## config.mk

```make
export PLATFORM = sky130hd
export DESIGN_NAME = frog_key_cmd
export DESIGN_NICKNAME = d
export VERILOG_FILES = /design/src/rtl/frog_key_cmd.sv
export SDC_FILE = /design/constraint.sdc
export NUM_CORES = 1
export LEC_CHECK = 0
export CORE_MARGIN = 8
export CORE_UTILIZATION = 53
export CTS_BUF_LIST = sky130_fd_sc_hd__clkbuf_4 sky130_fd_sc_hd__clkbuf_8 sky130_fd_sc_hd__clkbuf_16
export DETAILED_ROUTE_END_ITERATION = 16
export PLACE_DENSITY = 0.89
export SKIP_LAST_GASP = 1
export SLEW_MARGIN = 20
export SYNTH_ARGS = -nofsm -noshare
export SYNTH_HDL_FRONTEND = slang
export SYNTH_SLANG_ARGS = --single-unit
export TNS_END_PERCENT = 30
```

## constraint.sdc

```tcl
create_clock -name CLK -period 2.75 [get_ports CLK]
set_clock_uncertainty 0.15 [all_clocks]
set_input_delay 0.55 -clock CLK [delete_from_list [all_inputs] [get_ports CLK]]
set_output_delay 0.55 -clock CLK [all_outputs]
set_load 0.05 [all_outputs]
```

## src/rtl/frog_key_cmd.sv

```systemverilog
// Turns PS/2 extended arrow-key bytes into one-hot hop commands for the frog movement block.
// Optional build macro FROG_KEY_AUTO_REPEAT_EN: a still-held key restarts its hop after each one ends.
module frog_key_cmd #(
   parameter int unsigned HOP_TICKS = 8,
   parameter logic [7:0]  KEY_UP    = 8'h75,
   parameter logic [7:0]  KEY_DOWN  = 8'h72,
   parameter logic [7:0]  KEY_LEFT  = 8'h6B,
   parameter logic [7:0]  KEY_RIGHT = 8'h74
) (
   input  logic       CLK,
   input  logic       RESETn,
   input  logic [7:0] din,
   input  logic       din_new,
   input  logic       timer_done,
   input  logic       reset_position,
   output logic       left,
   output logic       right,
   output logic       up,
   output logic       down,
   output logic       busy,
   output logic [3:0] held
);

   typedef enum logic [1:0] {P_IDLE, P_EXT, P_EXT_BRK, P_BRK} parse_t;
   typedef enum logic {H_IDLE, H_HOP} hop_t;

   localparam logic [7:0] CODE_EXT = 8'hE0;
   localparam logic [7:0] CODE_BRK = 8'hF0;
   localparam logic [7:0] HOP_LOAD = 8'(HOP_TICKS);

   parse_t     p_q, p_d;
   hop_t       h_q, h_d;
   logic [7:0] count_q, count_d;
   logic [3:0] dir_q, dir_d;
   logic [3:0] pend_q, pend_d;
   logic       pend_vld_q, pend_vld_d;
   logic [3:0] held_q, held_d;
   logic [3:0] key_oh;
   logic       make_ev;

   // Direction vectors use the held ordering {up,down,left,right}.
   always_comb begin
      // NOTE: every combinational output gets a default first so no path leaves it unassigned (no latch).
      key_oh = 4'b0000;
      case (din)
         KEY_UP:    key_oh = 4'b1000;
         KEY_DOWN:  key_oh = 4'b0100;
         KEY_LEFT:  key_oh = 4'b0010;
         KEY_RIGHT: key_oh = 4'b0001;
         default:   key_oh = 4'b0000;
      endcase
   end

   always_comb begin
      p_d     = p_q;
      held_d  = held_q;
      make_ev = 1'b0;
      if (din_new) begin
         case (p_q)
            P_IDLE: begin
               if (din == CODE_EXT)      p_d = P_EXT;
               else if (din == CODE_BRK) p_d = P_BRK;
            end
            P_EXT: begin
               if (din == CODE_BRK)      p_d = P_EXT_BRK;
               else if (din != CODE_EXT) begin
                  p_d = P_IDLE;
                  // A make on an already-held key is typematic repeat and is dropped.
                  if (key_oh != 4'b0000 && (held_q & key_oh) == 4'b0000) begin
                     held_d  = held_q | key_oh;
                     make_ev = 1'b1;
                  end
               end
            end
            P_EXT_BRK: begin
               p_d    = P_IDLE;
               held_d = held_q & ~key_oh;
            end
            default: p_d = P_IDLE;
         endcase
      end
      if (reset_position) begin
         p_d     = P_IDLE;
         held_d  = 4'b0000;
         make_ev = 1'b0;
      end
   end

   always_comb begin
      h_d        = h_q;
      count_d    = count_q;
      dir_d      = dir_q;
      pend_d     = pend_q;
      pend_vld_d = pend_vld_q;
      case (h_q)
         H_IDLE: begin
            // A pending make starts here, which leaves the one all-zero cycle between hops.
            if (make_ev) begin
               dir_d      = key_oh;
               count_d    = HOP_LOAD;
               h_d        = H_HOP;
               pend_vld_d = 1'b0;
            end else if (pend_vld_q) begin
               dir_d      = pend_q;
               count_d    = HOP_LOAD;
               h_d        = H_HOP;
               pend_vld_d = 1'b0;
            end
         end
         default: begin
            if (make_ev) begin
               pend_d     = key_oh;
               pend_vld_d = 1'b1;
            end
            if (timer_done) begin
               if (count_q == 8'd1) begin
                  h_d     = H_IDLE;
                  count_d = 8'd0;
`ifdef FROG_KEY_AUTO_REPEAT_EN
                  if (!make_ev && !pend_vld_q && (held_d & dir_q) != 4'b0000) begin
                     pend_d     = dir_q;
                     pend_vld_d = 1'b1;
                  end
`endif
               end else begin
                  count_d = count_q - 8'd1;
               end
            end
         end
      endcase
      if (reset_position) begin
         h_d        = H_IDLE;
         count_d    = 8'd0;
         pend_vld_d = 1'b0;
         pend_d     = 4'b0000;
      end
   end

   always_ff @(posedge CLK or negedge RESETn) begin
      if (!RESETn) begin
         p_q        <= P_IDLE;
         h_q        <= H_IDLE;
         count_q    <= 8'd0;
         dir_q      <= 4'b0000;
         pend_q     <= 4'b0000;
         pend_vld_q <= 1'b0;
         held_q     <= 4'b0000;
      end else begin
         // NOTE: state registers use non-blocking assignments so every flop samples pre-edge values.
         p_q        <= p_d;
         h_q        <= h_d;
         count_q    <= count_d;
         dir_q      <= dir_d;
         pend_q     <= pend_d;
         pend_vld_q <= pend_vld_d;
         held_q     <= held_d;
      end
   end

   assign busy                     = (h_q == H_HOP);
   assign {up, down, left, right}  = busy ? dir_q : 4'b0000;
   assign held                     = held_q;

endmodule

```

==> results of run 1 <==
==> area by class of cell <==
cell class	instances	area share [%]
Clock buffer	3	1.24
Inverter	7	1.45
Multi-Input combinational cell	123	46.7
Sequential cell	24	33.1
Tap cell	31	2.14
Timing Repair Buffer	30	15.3
==> where the power goes <==
| group | internal (µW) | leakage, µW | total (µW) | switching [µW] |
|---|---|---|---|---|
| Clock | 51.2 | 0.0000138 | 160 | 109 |
| Combinational | 27.3 | 0.000413 | 57.9 | 30.6 |
| Sequential | 353 | 0.000335 | 353 | 0.0930 |
==> worst min-delay path by stage <==
| stage | from | slack (ns) | to |
|---|---|---|---|
| finish | count_q[5] | 0.42 | count_q[5] |
| global route | pend_q[0] | 0.43 | pend_q[0] |
| CTS | pend_q[2] | 0.41 | pend_q[2] |
| detailed placement | count_q[5] | 0.39 | count_q[5] |
| global placement | count_q[5] | 0.37 | count_q[5] |
| floorplan | RESETn | 0.10 | busy |
==> kinds of logic after synthesis <==
kind of cell | share of synthesized area [%]
adders and majority gates | 1.66
DFF | 39.9
AOI/OAI and AO/OA | 25.9
and+or+nand+nor | 28.7
buffers and inverters | 3.91
==> per-stage QoR <==
stage          total power, µW  TNS [ns]
6_report                   571         0
5_1_grt                    585         0
4_1_cts                    565         0
3_5_place_dp               417  -0.00728
3_3_place_gp               414         0
2_1_floorplan              377         0
==> cell usage in the layout (no fill, tap or decap), types with 5 or more instances in the layout <==
| cell type | netlist | routed |
|---|---|---|
| nand2_1 | 10 | 10 |
| clkdlybuf4s50_1 | 0 | 21 |
| buf_4 | 0 | 9 |
| dfrtp_1 | 24 | 24 |
| nor2_1 | 8 | 8 |
| nor3_1 | 6 | 6 |
| o221a_2 | 5 | 5 |
| inv_1 | 7 | 7 |
| a21oi_1 | 15 | 15 |
| o21ai_0 | 6 | 6 |
| nand3_1 | 7 | 7 |
==> registers in the layout, summed over array words and instances, names as in the netlist <==
signal and flops:
p_q 2, busy 1, pend_vld_q 1, pend_q 4, held 4, count_q 8
dir_q 4
==> layer usage <==
| metal | up-vias | part of all wire, % |
|---|---|---|
| met4 | 0 | 1.7 |
| met2 | 71 | 48 |
| li1 | 673 | - |
| met3 | 8 | 7.2 |
| met5 | - | 0 |
| met1 | 693 | 43 |
==> cell usage after synthesis, types with 5 or more instances <==
| cell type | instances | area [µm²] |
|---|---|---|
| dfrtp_1 | 24 | 601 |
| nand2_1 | 10 | 37.5 |
| a21oi_1 | 15 | 75.1 |
| inv_1 | 7 | 26.3 |
| o221a_2 | 5 | 56.3 |
| nor3_1 | 6 | 30.0 |
| nor2_1 | 8 | 30.0 |
| o21ai_0 | 6 | 30.0 |
| nand3_1 | 7 | 35.0 |
==> impl_metrics.toml, run 1 <==
[yosys]
synth_cell_type_count = 46
synth_ff_type = "dfrtp_1"
syn_inst = 160
synth_warnings = 0
syn_area_per_cell_um2 = 9.41
synth_seq_area_share_pct = 39.9
syn_nets = 175
synth_enable_flop_cells = 0
synth_area_mm2 = 0.00151
async_reset_ff_share_pct = 100
ys_ff_latch = 24

[worst_setup_path]
crit_type = "flip-flop to output pin"
crit_path_max_fanout = 14
cp_top_family = "buffers and inverters"
ff2ff_setup_slack_ns = 0.53
r2r_cells = 5
required_ns = 2.05
worst-path-stages = 2
cp_data_arrival_time_ns = 1.92
r2r_start = "count_q[4]"
cp-startpoint = "busy"
cpMaxStageDelayCell = "clkdlybuf4s50_1"
crit_buf_inv = 1
rr_endpoint = "count_q[6]"
worstPathCellList = "and2_1 -> clkdlybuf4s50_1"
end_kind = "output pin"
worstSetupStartpointType = "flip-flop"
crit_end = "right"
slowest_delay_ns = 0.80

[global_route]
grt_max_degree = 25
grt_pass1_vias = 1393
grt_pass1_wl_um = 6480
grt_use_met3_pct = 3.43
overflow = 0
met1_usage_pct = 19.7
grt_use_total_pct = 15.3
busiest_layer = "met2"
grt_use_met2_pct = 24.4
antenna_found_initial = 0

[sta]
max_freq_ghz = 0.381
hold_viol = 0
tightest_slew_ns = 0.594
layout_min_cycle_time_ns = 2.62
setup_slack_ns = 0.128
slew_headroom_pct = 59.8
rsz0062_at_grt = "false"
finalCritPeriodShare_pct = 95.3
whs_ns = 0.416
setup_violations = 0
drv_slew = 0

[drt]
postRouteAntennaNets = 0
avgRoutedWirePerCell_um = 17.8
via_count = 1445
drtPass1Iterations = 4
drc = 0
routed_wl_um = 3880
viasPerCell = 6.63
drt_iter0_drc = 121

[finish]
areaGrowthSynthToFinish_pct = 20.4
regArea_um2 = 601
finish.utilization_pct = 66.3
stdcell_count = 218
multiInputGateArea_um2 = 846
nets = 204
final_area_mm2 = 0.00181
drive_above_1_share_pct = 13.4
insertedDiodeCount = 0
fillers = 208

[clocking]
ctsHoldBuffers = 0
cts_num_sinks = 24
cts_resized = 0
clkTransAtPathRegs_ns = 0.13
cts_buffers = 3
post_cts_buffers = 0
ctsHtreeMaxLevel = 1
clockRootBuffer = "clkbuf_4"
clk_path_buf_depth = 2
cts_tree = "done"
clkLatencyLatePin_ns = 0.31

[placement]
dp_hpwl_um = 2920
post_dp_cell_area_mm2 = 0.00179
place_inst = 215
place_congestion = 0.923
port_buffers = 21
preCtsSetupSlack_ns = -0.00576

[floorplan]
die_h_um = 69.3
ios = 22
die_w_um = 69.3
initial_core_util_pct = 55.1
rows = 19
die_area_mm2 = 0.00480
core_mm2 = 0.00273

[job]
drv_cap = 0

[outcome]
status = "complete, no violations"

[worst_hold_path]
hp-class = "flip-flop to flip-flop"
hold_depth = 1

[power_and_ir_drop]
leakagePower_uw = 0.000762
irDropWorstVdd_v = 0.000221
p_per_area_mw_per_mm2 = 315
Power figures use the tool's default switching activity.
==> run 2, diff against run 1 <==
--- a/config.mk
+++ b/config.mk
@@ -6,10 +6,10 @@
 export NUM_CORES = 1
 export LEC_CHECK = 0
 export CORE_MARGIN = 8
-export CORE_UTILIZATION = 53
+export CORE_UTILIZATION = 35
 export CTS_BUF_LIST = sky130_fd_sc_hd__clkbuf_4 sky130_fd_sc_hd__clkbuf_8 sky130_fd_sc_hd__clkbuf_16
 export DETAILED_ROUTE_END_ITERATION = 16
-export PLACE_DENSITY = 0.89
+export PLACE_DENSITY = 0.67
 export SKIP_LAST_GASP = 1
 export SLEW_MARGIN = 20
 export SYNTH_ARGS = -nofsm -noshare
==> impl_metrics.toml, run 2 (same netlist as run 1, synthesis figures left out) <==
[global_route]
busiest_layer = "met2"
grt_max_degree = 25
grt_use_total_pct = 11.0
overflow = 0
grt_use_met2_pct = 17.9
grt_pass1_vias = 1321
antenna_found_initial = 0
grt_pass1_wl_um = 5950
met1_usage_pct = 14.1
grt_use_met3_pct = 1.53

[drt]
drc = 0
viasPerCell = 5.58
drt_iter0_drc = 163
via_count = 1338
drtPass1Iterations = 4
postRouteAntennaNets = 0
avgRoutedWirePerCell_um = 14.7
routed_wl_um = 3540

[sta]
rsz0062_at_grt = "false"
tightest_slew_ns = 0.527
max_freq_ghz = 0.413
finalCritPeriodShare_pct = 88.0
tns_ns = 0
setup_violations = 0
layout_min_cycle_time_ns = 2.42
whs_ns = 0.393
slew_headroom_pct = 64.8
drv_slew = 0
hold_viol = 0

[clocking]
cts_buffers = 3
cts_tree = "done"
ctsHtreeMaxLevel = 1
cts_num_sinks = 24
clk_path_buf_depth = 2
clkTransAtPathRegs_ns = 0.08
clkLatencyLatePin_ns = 0.27
clockRootBuffer = "clkbuf_8"
cts_resized = 0
ctsHoldBuffers = 0
post_cts_buffers = 0

[finish]
top_register = "count_q"
insertedDiodeCount = 0
areaGrowthSynthToFinish_pct = 23.9
nets = 204
fillers = 413
largest_reg_flops = 8
drive_above_1_share_pct = 14.9
layout_commonest_cell = "dfrtp_1"
finish.utilization_pct = 44.1
layout_common_cells = "dfrtp_1 (24), clkdlybuf4s50_1 (19), a21oi_1 (15)"

[power_and_ir_drop]
p_per_area_mw_per_mm2 = 349
irDropWorstVdd_v = 0.000159
p_seq_share_pct = 54.1
p_sw_uw = 144
leakagePower_uw = 0.000781
p_clk_share_pct = 37.3
swShare_pct = 22.1
combPwrFrac_pct = 8.6
p_int_uw = 508

[worst_setup_path]
cp_data_arrival_time_ns = 2.43
slowest_delay_ns = 0.54
required_ns = 2.76
crit_type = "primary input to flip-flop"
worstSetupStartpointType = "primary input"
crit_buf_inv = 1
crit_path_max_fanout = 8
end_kind = "flip-flop"
worstPathCellList = "clkdlybuf4s50_1 -> nor3b_2 -> o21a_1 -> o211ai_2 -> or4_1 -> o221a_2"
cp_top_family = "simple AND/OR/NAND/NOR gates"
cpMaxStageDelayCell = "clkdlybuf4s50_1"

[worst_hold_path]
hp-class = "flip-flop to flip-flop"

[floorplan]
die_w_um = 81.6
die_area_mm2 = 0.00666
core_mm2 = 0.00423
rows = 24
die_h_um = 81.6
ios = 22
initial_core_util_pct = 35.5

[placement]
port_buffers = 21
place_congestion = 0.851
dp_hpwl_um = 2700

[job]
drv_cap = 0

[outcome]
status = "complete, no violations"
run 2: final timing paths:
check,slack (ns),cells after the start,to,from
setup reg to reg,0.56,5,count_q[6],count_q[4]
hold reg to reg,0.39,2,pend_q[2],pend_q[2]
min in group asynchronous,0.48,2,count_q[2],RESETn
setup / recovery,0.33,6,dir_q[2],din[4]
hold / removal,0.39,2,pend_q[2],pend_q[2]
max in group asynchronous,1.73,2,count_q[0],RESETn
run 2: per-layer routing:
layer	routed length (µm)	vias up
li1	-	673
met3	173	3
met5	0	-
met4	30	0
met1	1610	632
met2	1720	30
run 2: layout make-up:
class | count | area (µm²) | area share [%]
clock buffer | 4 | 55.1 | 2.95
inverter | 7 | 26.3 | 1.41
multi-input combinational | 123 | 846 | 45.3
sequential | 24 | 601 | 32.2
tap | 52 | 65.1 | 3.49
timing repair buffer | 30 | 273 | 14.6
run 2: metrics by stage:
stage | total power (µW) | std cells | area (µm²) | setup WS, ns
3_3_place_gp | 416 | 236 | 1810 | 0.0880
5_1_grt | 677 | 240 | 1870 | 0.227
4_1_cts | 659 | 240 | 1870 | 0.329
6_report | 652 | 240 | 1870 | 0.331
2_1_floorplan | 377 | 160 | 1510 | 0.410
3_5_place_dp | 417 | 236 | 1810 | 0.0498
run 2: power groups by stage:
stage               combinational (µW)  sequential (µW)  clock [µW]
floorplan                         17.2              360           0
global placement                  56.6              360           0
detailed placement                56.7              360           0
CTS                               56.7              353         249
global route                      61.7              353         262
finish                            56.2              353         243
run 2: worst reg2reg max path, cell delays in order (launching register included):
cell	delay (ns)
dfrtp_1	0.43
or4_4	0.59
o41ai_4	0.54
a21oi_1	0.08
a31oi_1	0.18
o22ai_1	0.10
==> patch 1 (flow settings as in run 2) <==
Add a define of `FROG_KEY_AUTO_REPEAT_EN`.
--- a/src/rtl/frog_key_cmd.sv
+++ b/src/rtl/frog_key_cmd.sv
@@ -1,5 +1,7 @@
 // Turns PS/2 extended arrow-key bytes into one-hot hop commands for the frog movement block.
 // Optional build macro FROG_KEY_AUTO_REPEAT_EN: a still-held key restarts its hop after each one ends.
+`define FROG_KEY_AUTO_REPEAT_EN
+
 module frog_key_cmd #(
    parameter int unsigned HOP_TICKS = 8,
    parameter logic [7:0]  KEY_UP    = 8'h75,
Check against the original RTL: same outputs for any inputs over 10 cycles, from zero or initial values and one cycle with RESETn low; that may be too few to reach the edited logic, so the function may still have changed.
==> patch 1 against run 2 <==
Largest cell class unchanged; wire length grew 37%; largest power group unchanged; sequential share of layout area shrank 6.7 points; worst setup slack lost 0.26 ns; sequential cell count is the same; synthesized area grew 19%; die area grew 15%; design area grew 26%; combinational power grew 71%; critical path type unchanged; total power grew 7.8%.
==> patch 1: results (changes against run 2) <==
NumNets Final 269 (+32%); worst-skew pair later-pin latency 0.27 ns (about the same); Initial DRC Count 79 (-52%); Mean Syn Cell Area 8.93 um^2 (-5.1%); synth unique cells 57 (+24%); Post-Syn Area 1790 um^2 (+19%); Via density 5.40 (-3.1%); Max FO, Critical Path 4 (-4); Top reg by flops count_q; routability congestion estimate 0.867 (+1.9%); first-pass GRT wire length 8160 um (+37%); Max VDD drop 0.000170 V (+6.9%); via count 1723 (+29%); LEAKAGE 1.06 nW (+36%); total track usage 13.2% (+2.2 points); pre-CTS setup slack -0.268 ns (-0.318 ns); status finished clean; hpwl dp 3580 um (+33%); synth top area cells dfrtp_1 33%, ha_1 4.2%, nand2_1 4.0%; layout cells sized above 1 23.7% (+8.8 points); switching power 0.169 mW (+18%); Logic power comb 0.0960 mW (+71%); dpl cells 314 (+33%); Clock Power Share 34.9% (-2.4 points); Synth top cells by count 24 x dfrtp_1, 19 x nand2_1, 13 x nor2_1; placed cell area 2250 um^2 (+25%); synthesized netlist net count 220 (+26%); Fillers 494 (+20%); WL/cell 15.1 um (+2.8%); register area share after synthesis 33.5% (-6.4 points); CP Data Arrival Time 2.69 ns (+0.26 ns); measured slew at the worst slew-check pin 0.510 ns (-0.0165 ns)
[patch 1: final timing paths]
path,startpoint,end,slack (ns),cells past startpoint
max,din[3],pend_q[3],0.07,7
min,count_q[6],count_q[6],0.37,1
max reg2reg,p_q[1],pend_q[0],0.28,8
min reg2reg,count_q[6],count_q[6],0.37,1
max in group asynchronous,RESETn,p_q[0],1.73,2
min in group asynchronous,RESETn,count_q[6],0.48,2
[patch 1: repair_timing]
action,in CTS,in global routing
resized for setup,3,7
endpoints found under the setup margin,4,17
setup buffers,0,1
pin swaps,0,4
hold buffers,0,0
[patch 1: cell families (layout without fill, tap and decap cells)]
logic type | after synthesis | count (layout) | synth area share [%]
multiplexers | 1 | 1 | 0.628
AO/OA/AOI/OAI | 71 | 71 | 31.3
flip-flops | 24 | 24 | 33.5
AND/OR/NAND/NOR | 85 | 85 | 26.8
adder cells (fa/ha/maj) | 6 | 6 | 4.18
buffers and inverters | 14 | 62 | 3.63
[patch 1: final cells by class]
class | count | area [um^2] | area share, %
well taps | 70 | 87.6 | 3.72
clock buffers | 4 | 55.1 | 2.34
flip-flops and latches | 24 | 601 | 25.5
repair buffers | 50 | 423 | 17.9
multi-input cells | 163 | 1160 | 49.3
inverters | 8 | 30.0 | 1.27
[patch 1: layer usage]
metal	vias up	track usage, %	part of all wire [%]
li1	868	-	-
met1	821	17.0	49
met2	30	21.7	46
met3	4	2.35	4.6
met4	0	4.22	0.79
met5	-	0	0
[patch 1: worst max-delay path, delay by kind of cell]
kind | cells | cell delay [ns]
buffers and inverters | 1 | 0.55
AO/OA/AOI/OAI | 4 | 1.25
AND/OR/NAND/NOR | 2 | 0.34
==> patch 2 (settings of run 2) <==
Made on the original files. Make the reset (`RESETn`) synchronous in one clocked block.
--- a/src/rtl/frog_key_cmd.sv
+++ b/src/rtl/frog_key_cmd.sv
@@ -136,7 +136,7 @@
       end
    end
 
-   always_ff @(posedge CLK or negedge RESETn) begin
+   always_ff @(posedge CLK) begin
       if (!RESETn) begin
          p_q        <= P_IDLE;
          h_q        <= H_IDLE;
Check against the original RTL: differs if RESETn is asserted again (counterexample within 4 cycles, from zero or initial values and one cycle with RESETn low); with RESETn held inactive, the same outputs for 10 cycles.
==> patch 2 against run 2 <==
Worst setup slack worse by 0.12 ns; die area down 5.8%; design area down 4.2%; utilization up 1.6 points; wire length up 2.0%; sequential power down 2%; synthesized cell count down 3.1%; sequential cell count unchanged; synthesized area down 7.2%; total power down 1.8%; hold slack worse by 0.041 ns; largest power group unchanged; highest routed layer unchanged.
==> patch 2: results (changes against run 2) <==
status finished clean; synth top area cells dfxtp_1 34%, mux2i_1 7.2%, nor2_1 4.8%; Mapped Cells 155 (-3.1%); synthesized netlist net count 170 (-2.9%); placed cell area 1730 um^2 (-4.3%); hpwl dp 2720 um (+1.0%); met2 usage 18.6% (+0.67 points); dpl cells 233 (-1.3%); met1 GRT Util 14.2% (+0.073 points); WL met2 1810 um (+5.2%); synth unique cells 39 (-15%); routability congestion estimate 0.840 (-1.3%); drc violations 0 (unchanged); first-pass GRT wire length 5930 um (-0.45%); CP Data Arrival Time 2.55 ns (+0.12 ns); Total Wirelength 3610 um (+2.0%); total track usage 11.2% (+0.20 points); NumNets Final 203 (-0.49%); met3 GRT Util 2.14% (+0.61 points); postcts setup bufs 0 (unchanged); via count 1339 (+0.075%); Initial DRC Count 122 (-25%); M1 wire length 1660 um (+2.8%); pin count of the biggest net entering global routing 14 (-44%); LEAKAGE 0.649 nW (-17%); Non-Filler Instances 237 (-1.3%); Max VDD drop 0.000241 V (+51%); met3 wire len 108 um (-38%); CTS root buffer clkbuf_8; worst-skew pair later-pin latency 0.27 ns (about the same); ys async rst share 0% (-100 points); layout cells sized above 1 11.8% (-3.1 points); ys flop type dfxtp_1; Worst slew margin 62.7% (-2.1 points); Synth top cells by count 24 x dfxtp_1, 18 x nor2_1, 12 x a21oi_1; register area share after synthesis 34.4% (-5.5 points)
patch 2: logic make-up after synthesis:
kind of cell / share of synthesized area [%]
AO/OA/AOI/OAI: 23.0
flip-flops: 34.4
buffers and inverters: 1.61
XOR/XNOR: 1.25
AND/OR/NAND/NOR: 30.7
adder cells (fa/ha/maj): 1.79
multiplexers: 7.17
patch 2: layout make-up:
class	count	area, um^2
clock buffers	4	55.1
flip-flops and latches	24	480
repair buffers	31	285
fillers	385	2130
well taps	50	62.6
multi-input cells	125	893
inverters	3	11.3
patch 2: worst paths after layout:
check	cells past startpoint	start	endpoint	slack [ns]
hold reg to reg	1	dir_q[1]	dir_q[1]	0.35
setup reg to reg	5	busy	pend_q[1]	0.57
setup / recovery	7	din[2]	dir_q[3]	0.22
hold / removal	1	dir_q[1]	dir_q[1]	0.35
patch 2: where the power goes:
part | total [mW] | switching [mW] | internal (mW)
registers | 0.347 | 0.0000285 | 0.347
logic | 0.0510 | 0.0247 | 0.0263
clock network | 0.242 | 0.114 | 0.128
total | 0.640 | 0.139 | 0.501
patch 2: worst max-delay path: stages:
cell             delay, ns
clkdlybuf4s50_1       0.51
nor2b_1               0.19
o21ai_1               0.47
a2111oi_4             0.14
buf_4                 0.19
o21a_2                0.26
o211a_1               0.22
patch 2: through the flow:
stage / worst slack [ns] / TNS (ns) / utilization, % / hold slack (ns)
floorplan: 0.615 / 0 / - / 0.311
global placement: 0.0340 / 0 / 44.3 / 0.330
detailed placement: -0.0457 / -0.172 / 44.3 / 0.337
CTS: 0.211 / 0 / 45.7 / 0.360
global route: 0.125 / 0 / 45.7 / 0.380
finish: 0.216 / 0 / 45.7 / 0.353
